--- config.mk ---
export PLATFORM = sky130hd
export DESIGN_NAME = vedacao_rolha_flat
export DESIGN_NICKNAME = d
export VERILOG_FILES = /design/src/rtl/envase_pkg.sv /design/src/rtl/vedacao_rolha_if.sv /design/src/rtl/temporizador_vedacao.sv /design/src/rtl/vedacao_rolha.sv /design/src/flat_wrapper.sv
export SDC_FILE = /design/constraint.sdc
export NUM_CORES = 1
export LEC_CHECK = 0
export ABC_AREA = 1
export CORE_MARGIN = 2
export CORE_UTILIZATION = 44
export CTS_CLUSTER_DIAMETER = 40
export DETAILED_ROUTE_END_ITERATION = 7
export HOLD_SLACK_MARGIN = 0.08
export MAX_ROUTING_LAYER = met4
export PLACE_DENSITY = 0.8
export SYNTH_ARGS = -nofsm -noshare
export SYNTH_HDL_FRONTEND = slang
export SYNTH_SLANG_ARGS = --single-unit
--- constraint.sdc ---
create_clock -name clk -period 1.4 [get_ports clk]
set_input_delay 0.28 -clock clk [delete_from_list [all_inputs] [get_ports clk]]
set_output_delay 0.28 -clock clk [all_outputs]
set_load 0.02 [all_outputs]
--- src/rtl/envase_pkg.sv ---
// Definitions shared by the bottling-line blocks: station state encoding,
// count width and the press-time clamp.
package envase_pkg;

    localparam int LARGURA_CONTAGEM = 8;

    typedef enum logic [2:0] {
        OCIOSO        = 3'd0,
        VERIFICA      = 3'd1,
        AGUARDA_ROLHA = 3'd2,
        PRENSA        = 3'd3,
        LIBERA        = 3'd4,
        DESCARTE      = 3'd5,
        SAIDA         = 3'd6
    } estado_t;

    // A press time of zero is treated as one cycle.
    function automatic logic [LARGURA_CONTAGEM-1:0] tempo_efetivo(
        input logic [LARGURA_CONTAGEM-1:0] t);
        return (t == '0) ? LARGURA_CONTAGEM'(1) : t;
    endfunction

endpackage

--- src/rtl/vedacao_rolha_if.sv ---
// Signal bundle between the corking station and its neighbours
// (conveyor/fill stage and cork-stock manager).
interface vedacao_rolha_if;

    logic                                   garrafa_presente;
    logic                                   cheia;
    logic [envase_pkg::LARGURA_CONTAGEM-1:0] CONTAGEM_ROLHAS_LINHA;
    logic                                   ACIONAR_DISPENSER;
    logic                                   done;
    logic                                   parar_esteira;
    logic                                   acionar_vedador;
    logic                                   descartar;
    logic                                   alerta_sem_rolha;
    logic [envase_pkg::LARGURA_CONTAGEM-1:0] contagem_vedadas;

    modport master (
        output garrafa_presente, cheia, CONTAGEM_ROLHAS_LINHA, ACIONAR_DISPENSER,
        input  done, parar_esteira, acionar_vedador, descartar, alerta_sem_rolha,
               contagem_vedadas
    );

    modport slave (
        input  garrafa_presente, cheia, CONTAGEM_ROLHAS_LINHA, ACIONAR_DISPENSER,
        output done, parar_esteira, acionar_vedador, descartar, alerta_sem_rolha,
               contagem_vedadas
    );

endinterface

--- src/rtl/temporizador_vedacao.sv ---
// Loadable up-counter with terminal-count compare, usable for any timed
// actuator.
module temporizador_vedacao #(
    parameter int LARGURA = 8
) (
    input  logic               clk,
    input  logic               reset,
    input  logic               carregar,
    input  logic               incrementar,
    input  logic [LARGURA-1:0] valor_carga,
    input  logic [LARGURA-1:0] limite,
    output logic               terminal
);

    localparam logic [LARGURA-1:0] UM = LARGURA'(1);

    logic [LARGURA-1:0] contagem;

    always_ff @(posedge clk or posedge reset) begin
        if (reset)            contagem <= '0;
        else if (carregar)    contagem <= valor_carga;
        else if (incrementar) contagem <= contagem + UM;
    end

    assign terminal = (contagem == limite);

endmodule

--- src/rtl/vedacao_rolha.sv ---
// Corking station FSM: stops the bottle, waits for a cork, runs the press
// and reports each consumed cork to the stock manager with a done pulse.
module vedacao_rolha
    import envase_pkg::*;
#(
    parameter logic [LARGURA_CONTAGEM-1:0] TEMPO_VEDACAO = 8'd4
) (
    input logic            clk,
    input logic            reset,
    vedacao_rolha_if.slave bus
);

    localparam logic [LARGURA_CONTAGEM-1:0] LIMITE = tempo_efetivo(TEMPO_VEDACAO);
    localparam logic [LARGURA_CONTAGEM-1:0] UM     = LARGURA_CONTAGEM'(1);

    estado_t                     estado, proximo;
    logic                        fim_prensa;
    logic                        rolha_disponivel;
    logic                        entra_prensa;
    logic [LARGURA_CONTAGEM-1:0] contagem_q;

    assign rolha_disponivel = (bus.CONTAGEM_ROLHAS_LINHA != '0);
    assign entra_prensa     = (proximo == PRENSA) && (estado != PRENSA);

    // NOTE: sequential state uses non-blocking assignments so every register
    // samples the pre-edge values regardless of process ordering.
    always_ff @(posedge clk or posedge reset) begin
        if (reset) estado <= OCIOSO;
        else       estado <= proximo;
    end

    always_comb begin
        // NOTE: defaulting to the current state keeps this process free of latches.
        proximo = estado;
        case (estado)
            OCIOSO:        if (bus.garrafa_presente) proximo = VERIFICA;
            VERIFICA: begin
                if (!bus.cheia)            proximo = DESCARTE;
                else if (rolha_disponivel) proximo = PRENSA;
                else                       proximo = AGUARDA_ROLHA;
            end
            AGUARDA_ROLHA: if (rolha_disponivel)       proximo = PRENSA;
            PRENSA:        if (fim_prensa)             proximo = LIBERA;
            LIBERA:        if (!bus.ACIONAR_DISPENSER) proximo = SAIDA;
            DESCARTE:                                  proximo = SAIDA;
            SAIDA:         if (!bus.garrafa_presente)  proximo = OCIOSO;
            default:                                   proximo = OCIOSO;
        endcase
    end

    always_comb begin
        bus.done             = 1'b0;
        bus.parar_esteira    = 1'b0;
        bus.acionar_vedador  = 1'b0;
        bus.descartar        = 1'b0;
        bus.alerta_sem_rolha = 1'b0;
        case (estado)
            VERIFICA:      bus.parar_esteira = 1'b1;
            AGUARDA_ROLHA: begin
                bus.parar_esteira    = 1'b1;
                bus.alerta_sem_rolha = 1'b1;
            end
            PRENSA: begin
                bus.parar_esteira   = 1'b1;
                bus.acionar_vedador = 1'b1;
            end
            // Holding done back during a refill keeps the consumed cork from
            // colliding with the manager's refill update.
            LIBERA: begin
                bus.parar_esteira = 1'b1;
                bus.done          = !bus.ACIONAR_DISPENSER;
            end
            DESCARTE: begin
                bus.parar_esteira = 1'b1;
                bus.descartar     = 1'b1;
            end
            default: ;
        endcase
    end

    temporizador_vedacao #(
        .LARGURA (LARGURA_CONTAGEM)
    ) u_temporizador (
        .clk         (clk),
        .reset       (reset),
        .carregar    (entra_prensa),
        .incrementar (estado == PRENSA),
        .valor_carga (UM),
        .limite      (LIMITE),
        .terminal    (fim_prensa)
    );

    always_ff @(posedge clk or posedge reset) begin
        if (reset)                                             contagem_q <= '0;
        else if (estado == LIBERA && !bus.ACIONAR_DISPENSER) contagem_q <= contagem_q + UM;
    end

    assign bus.contagem_vedadas = contagem_q;

endmodule
--- src/flat_wrapper.sv ---
// flat-port wrapper written by rule: the top's interface ports become plain ports
module vedacao_rolha_flat import envase_pkg::*;
#(
    parameter logic [LARGURA_CONTAGEM-1:0] TEMPO_VEDACAO = 8'd4
)
  (clk, reset, bus_garrafa_presente, bus_cheia, bus_CONTAGEM_ROLHAS_LINHA, bus_ACIONAR_DISPENSER, bus_done, bus_parar_esteira, bus_acionar_vedador, bus_descartar, bus_alerta_sem_rolha, bus_contagem_vedadas);
  vedacao_rolha_if bus_i ();
  input logic clk;
  input logic reset;
  input wire logic [$bits(bus_i.garrafa_presente)-1:0] bus_garrafa_presente;
  input wire logic [$bits(bus_i.cheia)-1:0] bus_cheia;
  input wire logic [$bits(bus_i.CONTAGEM_ROLHAS_LINHA)-1:0] bus_CONTAGEM_ROLHAS_LINHA;
  input wire logic [$bits(bus_i.ACIONAR_DISPENSER)-1:0] bus_ACIONAR_DISPENSER;
  output wire logic [$bits(bus_i.done)-1:0] bus_done;
  output wire logic [$bits(bus_i.parar_esteira)-1:0] bus_parar_esteira;
  output wire logic [$bits(bus_i.acionar_vedador)-1:0] bus_acionar_vedador;
  output wire logic [$bits(bus_i.descartar)-1:0] bus_descartar;
  output wire logic [$bits(bus_i.alerta_sem_rolha)-1:0] bus_alerta_sem_rolha;
  output wire logic [$bits(bus_i.contagem_vedadas)-1:0] bus_contagem_vedadas;
  assign bus_i.garrafa_presente = bus_garrafa_presente;
  assign bus_i.cheia = bus_cheia;
  assign bus_i.CONTAGEM_ROLHAS_LINHA = bus_CONTAGEM_ROLHAS_LINHA;
  assign bus_i.ACIONAR_DISPENSER = bus_ACIONAR_DISPENSER;
  assign bus_done = bus_i.done;
  assign bus_parar_esteira = bus_i.parar_esteira;
  assign bus_acionar_vedador = bus_i.acionar_vedador;
  assign bus_descartar = bus_i.descartar;
  assign bus_alerta_sem_rolha = bus_i.alerta_sem_rolha;
  assign bus_contagem_vedadas = bus_i.contagem_vedadas;
  vedacao_rolha #(.TEMPO_VEDACAO(TEMPO_VEDACAO)) u_core (.clk(clk), .reset(reset), .bus(bus_i));
endmodule
Word-level counts from Yosys, hierarchy flattened
Index checks and enable logic that the tools add are counted.
Operators by class
  add/subtract/negate cells: 2
  eq/ne operators: 9
  mux-type cells: 15
  reduce and logical (&&, ||, !) cells: 7
Operators by type and width (number)
  3-bit one-hot mux with 7 select lines: 1
  3-bit 2-to-1 mux: 6
  8-bit by 1-bit adder with 8-bit output, second input constant: 2
  8-bit 2-to-1 mux: 2
  3-bit by 2-bit equality test with 1-bit output, second input constant: 3
  3-bit equality test, second input constant: 3
  8-bit by 3-bit equality test with 1-bit output, second input constant: 1
  8-bit nonzero test: 1
  1-bit 2-to-1 mux: 6
  5-bit OR reduction: 1
  3-bit by 1-bit equality test with 1-bit output, second input constant: 1
  3-bit zero test: 1
  3-bit by 2-bit != test with 1-bit output, second input constant: 1
  1-bit logical AND: 2
  2-bit nonzero test: 1
  1-bit zero test: 1
Word-level totals
  register bits: 19
  input port bits: 13
  output and inout port bits: 13

Depth between registers and ports, before layout
Gate-level depths: netlist of run 1.
  depth in word-level cells: 7
  mapped depth: 9
  gate-level depth less buffers: 9

Cells and area by module
Synthesis of run 1 repeated with hierarchy kept, for this count alone.
Second synthesis, totals
  cell total of the unflattened synthesis: 202
  area, all modules: 1361.3 um^2
By module, submodules not included
  vedacao_rolha: instances 1, cells an instance 109, area an instance 729.4 um^2, sequential area each 275.3 um^2
  temporizador_vedacao: instances 1, cells an instance 93, area an instance 631.9 um^2, sequential area each 200.2 um^2

Worst setup path before layout of run 1
OpenSTA, ideal clock, no wires.
  path kind: register to register
  start: reg u_core.estado[1]
  end: reg u_core.contagem_q[7] (netlist: u_core.bus.contagem_vedadas[7])
  setup time: 0.128 ns
  data arrival time: 1.241 ns
  data required time: 1.272 ns
  setup slack: 0.030 ns
  stages on the path, launching flop included: 8
  clock period less this slack: 1.370 ns
  cells stage by stage: dfrtp_1 nor2_2 nand3_4 inv_4 nand2_4 nor2_4 nand3_2 xnor2_1
Between the ends
  cells in the longest elaborated chain, start to end: 2
Ends and longest elaborated chain
  start: declaration: line vedacao_rolha.sv:16  | estado_t estado, proximo;
  start signal: assignment: line vedacao_rolha.sv:29  | else estado <= proximo;
  3-bit equality test: line vedacao_rolha.sv:95  | else if (estado == LIBERA && !bus.ACIONAR_DISPENSER) contagem_q <= contagem_q + UM;
  1-bit logical AND: line vedacao_rolha.sv:95
  end signal: assignment: line vedacao_rolha.sv:95
  end: declaration: line vedacao_rolha.sv:20  | logic [LARGURA_CONTAGEM-1:0] contagem_q;
No other way between the ends.
A chain may end at the register's enable or synchronous reset.

Worst setup path in the final report of run 1
  start: reg u_core.estado[1]
  end: out bus_descartar
Between the ends
  cells in the longest elaborated chain, start to end: 2
Ends and longest elaborated chain
  3-bit equality test: line vedacao_rolha.sv:57  | case (estado)
  1-bit 2-to-1 mux: line vedacao_rolha.sv:57
  end: declaration: line flat_wrapper.sv:17  | output wire logic [$bits(bus_i.descartar)-1:0] bus_descartar;
No other way between the ends.

==> impl_results.md, run 1 <==
- Status: finished with violations
- Failing checks: setup timing
- CORE AREA: 2477 um^2
- Antenna-violating nets left: 0
- Setup Crit Path Kind: flip-flop to output port
- Total track usage: 0.1882
- Clock sinks: 19
- Max Clk Rate: 634.9 MHz
- Seq/Total Area, Yosys: 0.4117
- Initial Util: 0.4662
- Unique masters post-synth: 29
- Leakage power: 0.9366 nW
- Final Hold Fails: 0
- Io pins: 26
- Post-route cell area: 1770 um^2
- Grt ovf: 0
- R2r setup slk: -130 ps
- First-pass DRT Iterations: 5
- Fin worst setup slack: -175.0 ps
- Wirelength per Cell: 12.48 um
- Max stage delay cell, worst path: dfrtp_2
- Die footprint: slightly above 3000 um^2
- Final worst path period share: 1.125
- Max Buffers Root-to-Sink: 2
- Core Rows: 18
- Post-place setup slack: -395.3 ps
- Clk pin slew, worst setup/hold paths: 110 ps
- CP required: 1120 ps
- Vias: 1089
- Relative slew margins: 0.8388
- Dominant cells by area after synthesis: dfrtp_1 (41%), nand2_1 (12%), inv_1 (7.2%)
- Post-Synthesis Cells: approximately 150
- Post-Syn Area: 1155 um^2
- Area growth syn-to-layout: 53.30%
- Vert. Die Dim: ~55 um
- Ys Warns: 0
- Final-report setup violation count: 15
- Crit path cell chain: or2_1, nor2_1, buf_4
- CTS tree: yes
- Clock Tree Root: clkbuf_4
- Vias in the first global route: approximately 1.1k
- Port buffer count: 25
- CP max stage delay: approximately 470 ps
- DRC violations left: 0
- Post-Syn Area per Cell: 7.965 um^2
- IR Drop Worst-Case VDD: 1.365 mV
- Worst setup SP type: flip-flop
- Largest net degree at the start of global routing: 20
- RSZ-0062 raised after global routing: yes
- Diode count: 0
- TritonCTS buffer count: 3
- DP HPWL: 1945 um
- Flops & latches, synth: 19
- GPL Wtd Cong: 0.8376
- CP Max Fanout: 5
- Skew final: 4.164 ps
- CTS H-Tree Depth: 1
- Yosys top cell area share: 0.4117
- Total wire length: around 2800 um
- Die extent in x: roughly 55 um
- Ys flop type: dfrtp_1
- Most area-hungry cell type in the Yosys netlist: dfrtp_1
- Layout cell share with drive strength beyond 1: 0.3503
- Tightest Hold Check Type: primary input to async pin
- WHS: 284.4 ps
- CP endpoint kind: output port
- PwrDens: about 1800 nW/um^2
- Slew Viols, Final: 0
- MaxCap Viol Count: 0
- Clock Latency Late Sink: 310 ps
- Initial antenna violation count: 0
- Asr flop ratio synth: 1.000
- Syn_nets: about 160
- Synth cell count leaders: nand2_1 (38), inv_1 (22), dfrtp_1 (19), nor2_1 (14), nand3_1 (10)
- Final nets: 214
- Global-route wire length before repair: around 4500 um
- Count leader, synth: nand2_1
- Placed Area: 1551 um^2
- Detailed Route Iter0 Violations: 23
- Worst EP arrival: around 1300 ps
- Number of synthesized flops with an enable pin: 0
- Slew @ Worst Pin: 238.0 ps
- DR vias/cell: 4.797
- # fillers: 189
- Final Critical Period: 1575 ps
## cells by family (layout without fill, tap and decap cells)
kind of cell / after synthesis / count (layout) / share of synthesized area
and+or+nand+nor: 79 / 79 / 0.3521
buffers and inverters: 29 / 81 / 0.1029
DFF: 19 / 19 / 0.4117
xor gates and xnor gates: 9 / 9 / 0.06826
AOI/OAI and AO/OA: 6 / 6 / 0.03250
adders and majority gates: 3 / 3 / 0.03251
## power by group
| group | switching (mW) | internal [mW] | total, mW | leakage [nW] |
|---|---|---|---|---|
| combinational | 1.09 | 0.953 | 2.04 | 0.679 |
| sequential | 0.141 | 0.678 | 0.819 | 0.240 |
| clock | 0.184 | 0.107 | 0.291 | 0.0177 |
## flip-flops by register name, summed over array words and instances, names as in the netlist
signal	flops
u_core.estado	3
u_core.bus.contagem_vedadas	8
u_core.u_temporizador.contagem	8
## worst max-delay path: cells and delay by family, from the launching register on
kind,cells,cell delay (ps)
buffers and inverters,1,160
and+or+nand+nor,2,360
DFF,1,470
## path summary, 6_finish.rpt
path | start | endpoint | depth (start not counted)
max | u_core.estado[1] | bus_descartar | 3
min | reset | u_core.u_temporizador.contagem[2] | 3
max reg2reg | u_core.estado[0] | u_core.u_temporizador.contagem[6] | 10
min reg2reg | u_core.bus.contagem_vedadas[7] | u_core.bus.contagem_vedadas[7] | 1
max in group asynchronous | reset | u_core.estado[1] | 3
min in group clk | u_core.bus.contagem_vedadas[7] | u_core.bus.contagem_vedadas[7] | 1
## per-stage QoR
step,util,setup TNS (ps),cells,total power [mW]
floorplan,-,0,145,1.659
global placement,0.6263,-3239,215,2.205
detailed placement,0.6263,-3818,215,2.274
CTS,0.6753,-950.9,225,2.877
global route,0.7146,-2297,227,3.348
finish,0.7146,-1287,227,3.150
## final cells by class
type / instances / area, um^2 / area share
clock buffer: 3 / 22.52 / 0.01272
sequential: 19 / 478.0 / 0.2700
tap: 30 / 37.54 / 0.02120
timing repair buffer: 49 / 452.9 / 0.2558
multi-input combinational: 97 / 666.9 / 0.3767
inverter: 28 / 107.6 / 0.06078
clock inverter: 1 / 5.005 / 0.002827
## metal layers
layer / track usage / vias up / part of all wire
li1: - / 542 / -
met1: 0.1973 / 525 / 0.39
met2: 0.3503 / 16 / 0.57
met3: 0.02108 / 6 / 0.015
met4: 0.08362 / 0 / 0.017
met5: - / - / 0
## cells in the final DEF, fill, tap and decap left out, types with 2 or more instances in the layout
master,Yosys,routed
nand3_1,10,7
buf_6,1,9
clkdlybuf4s50_1,0,12
dfrtp_1,19,17
nor2_4,2,4
clkdlybuf4s15_1,0,3
nand2_4,1,2
nand2_1,38,32
nand3_4,1,6
nand3_2,4,2
inv_1,22,20
xnor2_1,3,3
clkbuf_4,0,3
buf_4,0,19
nand2_2,2,7
inv_2,4,6
nor2_1,14,11
dfrtp_2,0,2
nor3_4,1,2
xor2_1,6,6
ha_1,3,2
nor2_2,1,2
o21ai_1,2,2
dlygate4sd2_1,0,5
## what timing repair did
action	4_1_cts	5_1_grt
hold buffers	0	0
gates resized for setup	51	23
pin swaps	9	9
endpoints found under the setup margin	24	19
setup buffers	6	2
No activity file was read; power rests on OpenSTA's default activity.
==> run 2: changes to the inputs <==
--- a/config.mk
+++ b/config.mk
@@ -12,7 +12,7 @@
 export DETAILED_ROUTE_END_ITERATION = 7
 export HOLD_SLACK_MARGIN = 0.08
 export MAX_ROUTING_LAYER = met4
-export PLACE_DENSITY = 0.8
+export PLACE_DENSITY = 0.76
 export SYNTH_ARGS = -nofsm -noshare
 export SYNTH_HDL_FRONTEND = slang
 export SYNTH_SLANG_ARGS = --single-unit
==> run 2 against run 1 <==
Compared with the run above: the flow still finishes with violations (setup timing); worst hold slack gained 6.8 ps; non-clock buffer count grew 2; core utilization grew 0.15 points; via count shrank 2.8%; total power grew 1.1%; sequential power shrank 1%; worst setup slack gained 4.5 ps; clock skew shrank 3.0 ps; first-iteration DRC count shrank 48%; critical path depth grew 1; final cell count grew 0.88%; final area grew 0.21%.
==> impl_results.md, run 2 (same netlist as run 1, synthesis figures left out) <==
- Status: finished with violations (unchanged)
- Failing checks: setup timing (unchanged)
- TritonCTS buffer count: 3 (unchanged)
- Grt ovf: 0 (unchanged)
- DR vias/cell: 4.624 (was 4.797)
- Top sig layer: met4 (unchanged)
- Total track usage: 0.1794 (was 0.1882)
- Vias: 1059 (was 1089)
- Most frequent cells in the layout: nand2_1 (32), buf_4 (21), inv_1 (20) (was nand2_1 (32), inv_1 (20), buf_4 (19))
- Wirelength per Cell: 11.86 um (was 12.48 um)
- CTS tree: yes (unchanged)
- Vert. Die Dim: 55.23 um (unchanged)
- Port buffer count: 25 (unchanged)
- Most common cell after layout, fill and taps aside: nand2_1 (unchanged)
- DRC violations left: 0 (unchanged)
- Final nets: 216 (was 214)
- Global-route wire length before repair: 4388 um (was 4478 um)
- Core Rows: 18 (unchanged)
- Clock sinks: 19 (unchanged)
- Detailed Route Iter0 Violations: 12 (was 23)
- Slew @ Worst Pin: 241.9 ps (was 238.0 ps)
- Crit. Startpoint: u_core.estado[0] (was u_core.estado[1])
- Total wire length: 2716 um (was 2832 um)
- RSZ-0062 raised after global routing: yes (unchanged)
- MaxCap Viol Count: 0 (unchanged)
- Max Clk Rate: 636.7 MHz (was 634.9 MHz)
- Relative slew margins: 0.8388 (about the same)
- Fin worst setup slack: -170.5 ps (was -175.0 ps)
- CORE AREA: 2477 um^2 (unchanged)
- Largest net degree at the start of global routing: 20 (unchanged)
- Leakage power: 0.9642 nW (was 0.9366 nW)
- CTS H-Tree Depth: 1 (unchanged)
- DP HPWL: 1887 um (was 1945 um)
- Max Buffers Root-to-Sink: 2 (unchanged)
- CP endpoint kind: output port (unchanged)
- WHS: 291.2 ps (was 284.4 ps)
- Final Hold Fails: 0 (unchanged)
- Met3 wire length: 56 um (was 43 um)
- Hold Buf Count CTS: 0 (unchanged)
- Slew Viols, Final: 0 (unchanged)
- GPL Wtd Cong: 0.7842 (was 0.8376)
- Final Critical Period: 1570 ps (was 1575 ps)
- Diode count: 0 (unchanged)
- Setup Crit Path Kind: flip-flop to output port (unchanged)
- Initial Util: 0.4662 (unchanged)
- Clock Latency Late Sink: 290 ps (was 310 ps)
- CP Max Fanout: 3 (was 5)
- Design Power: 3.185 mW (was 3.150 mW)
- Tightest Hold Check Type: primary input to async pin (unchanged)
- Skew final: 1.158 ps (was 4.164 ps)
- Die footprint: 3050 um^2 (unchanged)
- DR WL met2: 1469 um (was 1628 um)
- Clk pin slew, worst setup/hold paths: 110 ps (about the same)
- CP required: 1120 ps (about the same)
- Final-report setup violation count: 18 (was 15)
- Io pins: 26 (unchanged)
- Final worst path period share: 1.122 (was 1.125)
- Initial antenna violation count: 0 (unchanged)
- Worst setup SP type: flip-flop (unchanged)
- First-pass DRT Iterations: 4 (was 5)
- PwrDens: 1795 nW/um^2 (was 1779 nW/um^2)
- Worst EP arrival: 1290 ps (was 1300 ps)
- FF-to-FF Start: u_core.estado[0] (unchanged)
- Clock Tree Root: clkbuf_4 (unchanged)
- IR Drop Worst-Case VDD: 1.793 mV (was 1.365 mV)
- Wl on met1: 1178 um (was 1112 um)
- Layout cell share with drive strength beyond 1: 0.3518 (was 0.3503)
- Vias in the first global route: 1034 (was 1068)
- Die extent in x: 55.23 um (unchanged)
- Antenna-violating nets left: 0 (unchanged)
- Area growth syn-to-layout: 53.63% (was 53.30%)
## run 2: cell types whose count changed in the layout (fill, tap and decap cells not counted), sizes merged
| cell | previous run | this run |
|---|---|---|
| dlygate4sd2 | 5 | 7 |
| clkdlybuf4s15 | 3 | 1 |
| buf | 29 | 31 |
## run 2: metal layers
metal / GRT usage / up-vias
li1: - / 546
met1: 0.2237 / 497
met2: 0.3112 / 14
met3: 0.02108 / 2
met4: 0.04181 / 0
met5: - / -
## run 2: what timing repair did
item / CTS / global route
setup endpoints to repair: 24 / 21
setup buffers: 3 / 3
gates resized for setup: 58 / 12
pin swaps: 11 / 7
## run 2: worst max-delay path: stages, from the launching register on
cell	delay (ps)
dfrtp_1	450
inv_2	70
or2_4	250
nor2_4	110
buf_6	110
## run 2: where the power goes
part	internal (mW)	total [mW]	leakage (nW)	switching [mW]
logic	0.994	2.10	0.706	1.10
clock network	0.106	0.277	0.0177	0.171
registers	0.675	0.811	0.241	0.137
total	1.78	3.18	0.964	1.41
## run 2: final cells by class
| class | count | area (um^2) |
|---|---|---|
| clock inverter | 1 | 5.005 |
| tap | 30 | 37.54 |
| timing repair buffer | 51 | 461.7 |
| multi-input combinational | 97 | 660.6 |
| inverter | 28 | 110.1 |
| sequential | 19 | 476.7 |
| fill | 191 | 703.2 |
| clock buffer | 3 | 22.52 |
## run 2: metrics by stage
stage	TNS, ps	std cells	util	setup WS (ps)	area [um^2]
floorplan	0	145	-	30.21	1155
global placement	-3291	219	0.6384	-383.3	1582
CTS	-1637	226	0.6904	-175.1	1710
finish	-1811	229	0.7162	-170.5	1774
detailed placement	-3954	219	0.6384	-404.4	1582
global route	-3180	229	0.7162	-231.6	1774
## run 2: final timing paths
kind,endpoint,depth (start not counted),slack [ps]
setup / recovery,bus_descartar,4,-170
hold / removal,u_core.u_temporizador.contagem[3],3,290
setup reg to reg,u_core.bus.contagem_vedadas[6],8,-160
hold reg to reg,u_core.bus.contagem_vedadas[7],1,480
max in group asynchronous,u_core.estado[1],3,890
min in group clk,u_core.bus.contagem_vedadas[7],1,480
==> variant 1: new RTL, config.mk and constraints of run 1 <==
Re-encode `estado_t` (7 values) as one-hot, 7 bits wide.
--- a/src/rtl/envase_pkg.sv
+++ b/src/rtl/envase_pkg.sv
@@ -5,12 +5,12 @@
     localparam int LARGURA_CONTAGEM = 8;
 
-    typedef enum logic [2:0] {
-        OCIOSO        = 3'd0,
-        VERIFICA      = 3'd1,
-        AGUARDA_ROLHA = 3'd2,
-        PRENSA        = 3'd3,
-        LIBERA        = 3'd4,
-        DESCARTE      = 3'd5,
-        SAIDA         = 3'd6
+    typedef enum logic [6:0] {
+        OCIOSO        = 7'b0000001,
+        VERIFICA      = 7'b0000010,
+        AGUARDA_ROLHA = 7'b0000100,
+        PRENSA        = 7'b0001000,
+        LIBERA        = 7'b0010000,
+        DESCARTE      = 7'b0100000,
+        SAIDA         = 7'b1000000
     } estado_t;
 
Function: same outputs for any inputs over 10 cycles, from zero or initial values and one cycle with reset high; not proved beyond that.
==> variant 1 against run 1 <==
The flow still finishes with violations (setup timing). Worst hold slack barely moved. Via count rose by 27%. Sequential cell count rose by 4. Critical path depth rose by 5. Synthesized area rose by 22%. Register-to-register slack got worse by 0.05 ns. Final area rose by 17%. Highest routed layer unchanged. Worst setup slack got worse by 0.27 ns. Routed wire length rose by 20%.
Power is not compared: it rests on default switching activity, and its combinational part moved more than twofold at a synthesized area within 25%.
==> variant 1: results (changes against run 1) <==
| Metric | Value |
|---|---|
| Slowest CP cell | dfstp_2 (was dfrtp_2) |
| Worst Clk Skew | 0.00467 ns (was 0.00416 ns) |
| Top cells by count, synth | nand2_1, dfrtp_1, inv_1, nor2_1, nand3_1 (was nand2_1, inv_1, dfrtp_1, nor2_1, nand3_1) |
| Final GP Congestion | 0.918 (was 0.838) |
| DP Wirelength | 2410 um (was 1950 um) |
| Largest net degree at the start of global routing | 24 (was 20) |
| Worst slew margin | 80.4% (was 83.9%) |
| Initial antenna violation count | 0 (unchanged) |
| TNS Setup | -2.17 ns (was -1.29 ns) |
| Synth area leaders | dfrtp_1, nand2_1, inv_1 (unchanged) |
| Antenna cells | 0 (unchanged) |
| Status | finished with violations (unchanged) |
| Synth Flop Type | dfrtp_1 (unchanged) |
| Synth cell types | 27 (was 29) |
| Post-Synth Adder-Cell Area | 2.66% (was 3.25%) |
| Max Root-Sink Buffers | 2 (unchanged) |
| Clock Latency Late Sink | 0.31 ns (about the same) |
| Initial DRT Pass Iterations | 4 (was 5) |
| Initial DRC count | 37 (was 23) |
| First-pass GRT wire length | 5040 um (was 4480 um) |
| # nets final | 258 (was 214) |
| Layout cell share with drive strength beyond 1 | 33.2% (was 35.0%) |
| Worst slack, placed | -0.479 ns (was -0.395 ns) |
| Failing checks | setup timing (unchanged) |
| Post-Syn Nets | 198 (was 161) |
| Crit-path leading delay family | flip-flops (unchanged) |
| Final setup fails | 12 (was 15) |
| GRT Total Usage | 19.0% (was 18.8%) |
| Post-synthesis compound-gate area fraction | 3.82% (was 3.25%) |
| Post-synth ARST share | 100% (unchanged) |
| Crit path largest cell delay | 0.58 ns (was 0.47 ns) |
| HP Class | in -> async (unchanged) |
| Vias per inst | 4.85 (was 4.80) |
| Yosys warnings | 0 (unchanged) |
| Final worst slack | -0.448 ns (was -0.175 ns) |
| Reg2reg path depth | 9 (was 10) |
| Vias in the first global route | 1200 (was 1068) |
| Root Driver | clkbuf_4 (unchanged) |
| Placement Cell Area | 1910 um2 (was 1550 um2) |
| Sequential-to-total area share from yosys stat | 40.9% (was 41.2%) |
| Total Wirelength | 3400 um (was 2830 um) |
| Worst Path Max Fanout | 3 (was 5) |
| Clk slew on worst S/H paths | 0.13 ns (was 0.11 ns) |
| Num CTS Buffers | 3 (unchanged) |
| # H-tree levels | 1 (unchanged) |
| XOR/XNOR Fraction of Synth Area | 5.60% (was 6.83%) |
| P_leak | 1.07 nW |
| Maximum VDD drop | 0.000496 V |
| PortBufs | 25 (unchanged) |
## variant 1: cell types whose count changed after synthesis, moves of 3 or more
cell	change
nor2_1	+6
nand2_1	+11
a21oi_1	+3
nand3_2	-3
dfrtp_1	+3
nand4_1	+8
nor3_1	+4
o21ai_0	+3
## variant 1: worst register-to-register path, cell delays in order (launching register included)
cell,delay [ns]
dfstp_2,0.41
buf_4,0.13
nor2_4,0.12
nand3_2,0.11
nor2_4,0.17
buf_6,0.12
buf_6,0.10
nand4_1,0.09
or2_0,0.23
nand2_1,0.06
## variant 1: final timing paths
path	from	end	slack (ns)
setup / recovery	u_core.estado[0]	bus_parar_esteira	-0.45
hold / removal	reset	u_core.bus.contagem_vedadas[0]	0.28
setup reg to reg	u_core.estado[0]	u_core.u_temporizador.contagem[4]	-0.18
hold reg to reg	u_core.u_temporizador.contagem[0]	u_core.u_temporizador.contagem[0]	0.52
max in group asynchronous	reset	u_core.estado[0]	0.83
min in group clk	u_core.u_temporizador.contagem[0]	u_core.u_temporizador.contagem[0]	0.52
## variant 1: repair_timing
item | 4_1_cts | 5_1_grt
gates resized for setup | 48 | 27
setup buffers | 3 | 1
pin swaps | 10 | 16
setup endpoints to repair | 25 | 24
cloned | 0 | 1
## variant 1: kinds of logic after synthesis
| kind of cell | after synthesis |
|---|---|
| adder cells (fa/ha/maj) | 3 |
| buffers and inverters | 25 |
| AO/OA/AOI/OAI | 10 |
| flip-flops | 23 |
| XOR/XNOR | 9 |
| AND/OR/NAND/NOR | 112 |
## variant 1: layout make-up
cell class / instances / area (um2)
fill: 264 / 975
multi-input combinational: 134 / 832
sequential: 23 / 579
timing repair buffer: 55 / 489
inverter: 25 / 96.3
tap: 44 / 55.1
clock buffer: 4 / 26.3
## variant 1: report_power, final
part	internal (mW)	leakage (nW)	switching, mW
clock network	0.111	0.0150	0.200
registers	0.782	0.295	0.120
logic	0.459	0.761	0.518
## variant 1: metrics by stage
| stage | hold WS, ns | cells |
|---|---|---|
| 2_1_floorplan | 0.281 | 182 |
| 3_3_place_gp | 0.494 | 277 |
| 3_5_place_dp | 0.506 | 277 |
| 4_1_cts | 0.294 | 283 |
| 5_1_grt | 0.324 | 285 |
| 6_report | 0.285 | 285 |
## variant 1: layer usage
metal  GRT usage, %  vias up  part of all wire [%]
met1           24.0      660                    44
met3           1.92        2                   3.5
met4           6.52        0                  0.56
li1               -      696                     -
met2           31.8       24                    52
met5              -        -                     0
==> variant 2: new RTL, config.mk and constraints of run 1 <==
Without the edit above. `LARGURA_CONTAGEM`: 8 -> 12.
--- a/src/rtl/envase_pkg.sv
+++ b/src/rtl/envase_pkg.sv
@@ -3,5 +3,5 @@
 package envase_pkg;
 
-    localparam int LARGURA_CONTAGEM = 8;
+    localparam int LARGURA_CONTAGEM = 12;
 
     typedef enum logic [2:0] {
Interface: changed (resized bus_CONTAGEM_ROLHAS_LINHA and bus_contagem_vedadas); port bits go from 26 to 34. No check against the original RTL was run, so the function may have changed too.
==> variant 2 against run 1 <==
The flow still finishes with violations (setup timing). Via count is 63% higher. Synthesized area is 39% higher. Sequential power is 28% higher. Clock power is 27% higher. Sequential cell count is 8 higher. Routed wire length is 85% higher. Synthesized cell count is 40% higher. Worst setup slack worse by 0.097 ns. Highest routed layer unchanged. Cell count is 55% higher. Clock skew is 0.0020 ns lower. Combinational power is 44% higher. Total power is 38% higher. Final area is 58% higher.
==> variant 2: results (changes against run 1) <==
| Metric | Value |
|---|---|
| Clk slew on worst S/H paths | 0.16 ns (was 0.11 ns) |
| PortBufs | 33 (was 25) |
| Largest net degree at the start of global routing | 28 (was 20) |
| Total Wirelength | 5240 um (was 2830 um) |
| First-pass GRT wire length | 7760 um (was 4480 um) |
| GRT Total Usage | 24.5% (was 18.8%) |
| Final worst slack | -0.272 ns (was -0.175 ns) |
| Vias per inst | 5.04 (was 4.80) |
| Slowest CP cell | dfrtp_1 (was dfrtp_2) |
| Worst slack, placed | -0.389 ns (was -0.395 ns) |
| Crit path DAT | 1.93 ns (was 1.30 ns) |
| Number of fill cells in the layout | 183 (was 189) |
| Status | finished with violations (unchanged) |
| Met3 wire length | 220 um (was 43 um) |
| Placement Cell Area | 2360 um2 (was 1550 um2) |
| Worst Max-Slew Pin Slew | 0.272 ns (was 0.238 ns) |
| Failing checks | setup timing (unchanged) |
| Cell area after layout | 2800 um2 (was 1770 um2) |
| Layout cell share with drive strength beyond 1 | 46.4% (was 35.0%) |
| Worst Clk Skew | 0.00217 ns (was 0.00416 ns) |
| Avg Cell Area, Syn | 7.90 um2 (was 7.96 um2) |
| Worst hold slack | 0.242 ns (was 0.284 ns) |
| Post-Syn Nets | 223 (was 161) |
| Initial DRT Pass Iterations | 4 (was 5) |
| DRT met1 WL | 2120 um (was 1110 um) |
| Synth area leaders | dfrtp_1, nand2_1, inv_1 (unchanged) |
| Final setup fails | 26 (was 15) |
| # nets final | 327 (was 214) |
==> variant 2: cell types whose count changed after synthesis, sizes merged, moves of 2 or more <==
cell	delta
nand2	+18
nor2	+12
nand3	+9
dfrtp	+8
nand4	+5
nand3b	+3
inv	+2
==> variant 2: final cells by class <==
cell class / instances / area share (%)
multi-input cells: 148 / 37.6
repair buffers: 98 / 30.7
flip-flops and latches: 27 / 24.2
inverters: 29 / 4.38
well taps: 46 / 2.06
clock buffers: 3 / 0.805
clock inverters: 1 / 0.268
==> variant 2: power breakdown <==
group | internal, mW | switching, mW | leakage [nW]
clock network | 0.110 | 0.261 | 0.0139
logic | 1.36 | 1.58 | 1.07
registers | 0.913 | 0.142 | 0.357
total | 2.38 | 1.98 | 1.44
==> variant 2: worst max-delay path by stage <==
stage,to,cells after the start
final,u_core.u_temporizador.contagem[5],10
after global routing,u_core.u_temporizador.contagem[5],10
after CTS,bus_done,4
after detailed placement,bus_done,3
after global placement,bus_done,3
after floorplan,u_core.bus.contagem_vedadas[9],10
==> variant 2: cell families after synthesis <==
family	Yosys count	share of synthesized area (%)
AND/OR/NAND/NOR	126	40.0
XOR/XNOR	10	5.46
flip-flops	27	42.2
adder cells (fa/ha/maj)	3	2.34
buffers and inverters	29	6.79
AO/OA/AOI/OAI	8	3.28
==> variant 2: timing repair <==
item	CTS	global route
gates cloned	1	0
setup endpoints to repair	36	38
setup buffers	22	8
pin swaps	15	12
gates resized for setup	75	46
==> variant 2: layer usage <==
| metal | vias to the layer above | global-route usage, % |
|---|---|---|
| li1 | 853 | - |
| met1 | 838 | 28.2 |
| met2 | 63 | 44.0 |
| met3 | 21 | 3.17 |
| met4 | 0 | 8.51 |
| met5 | - | - |
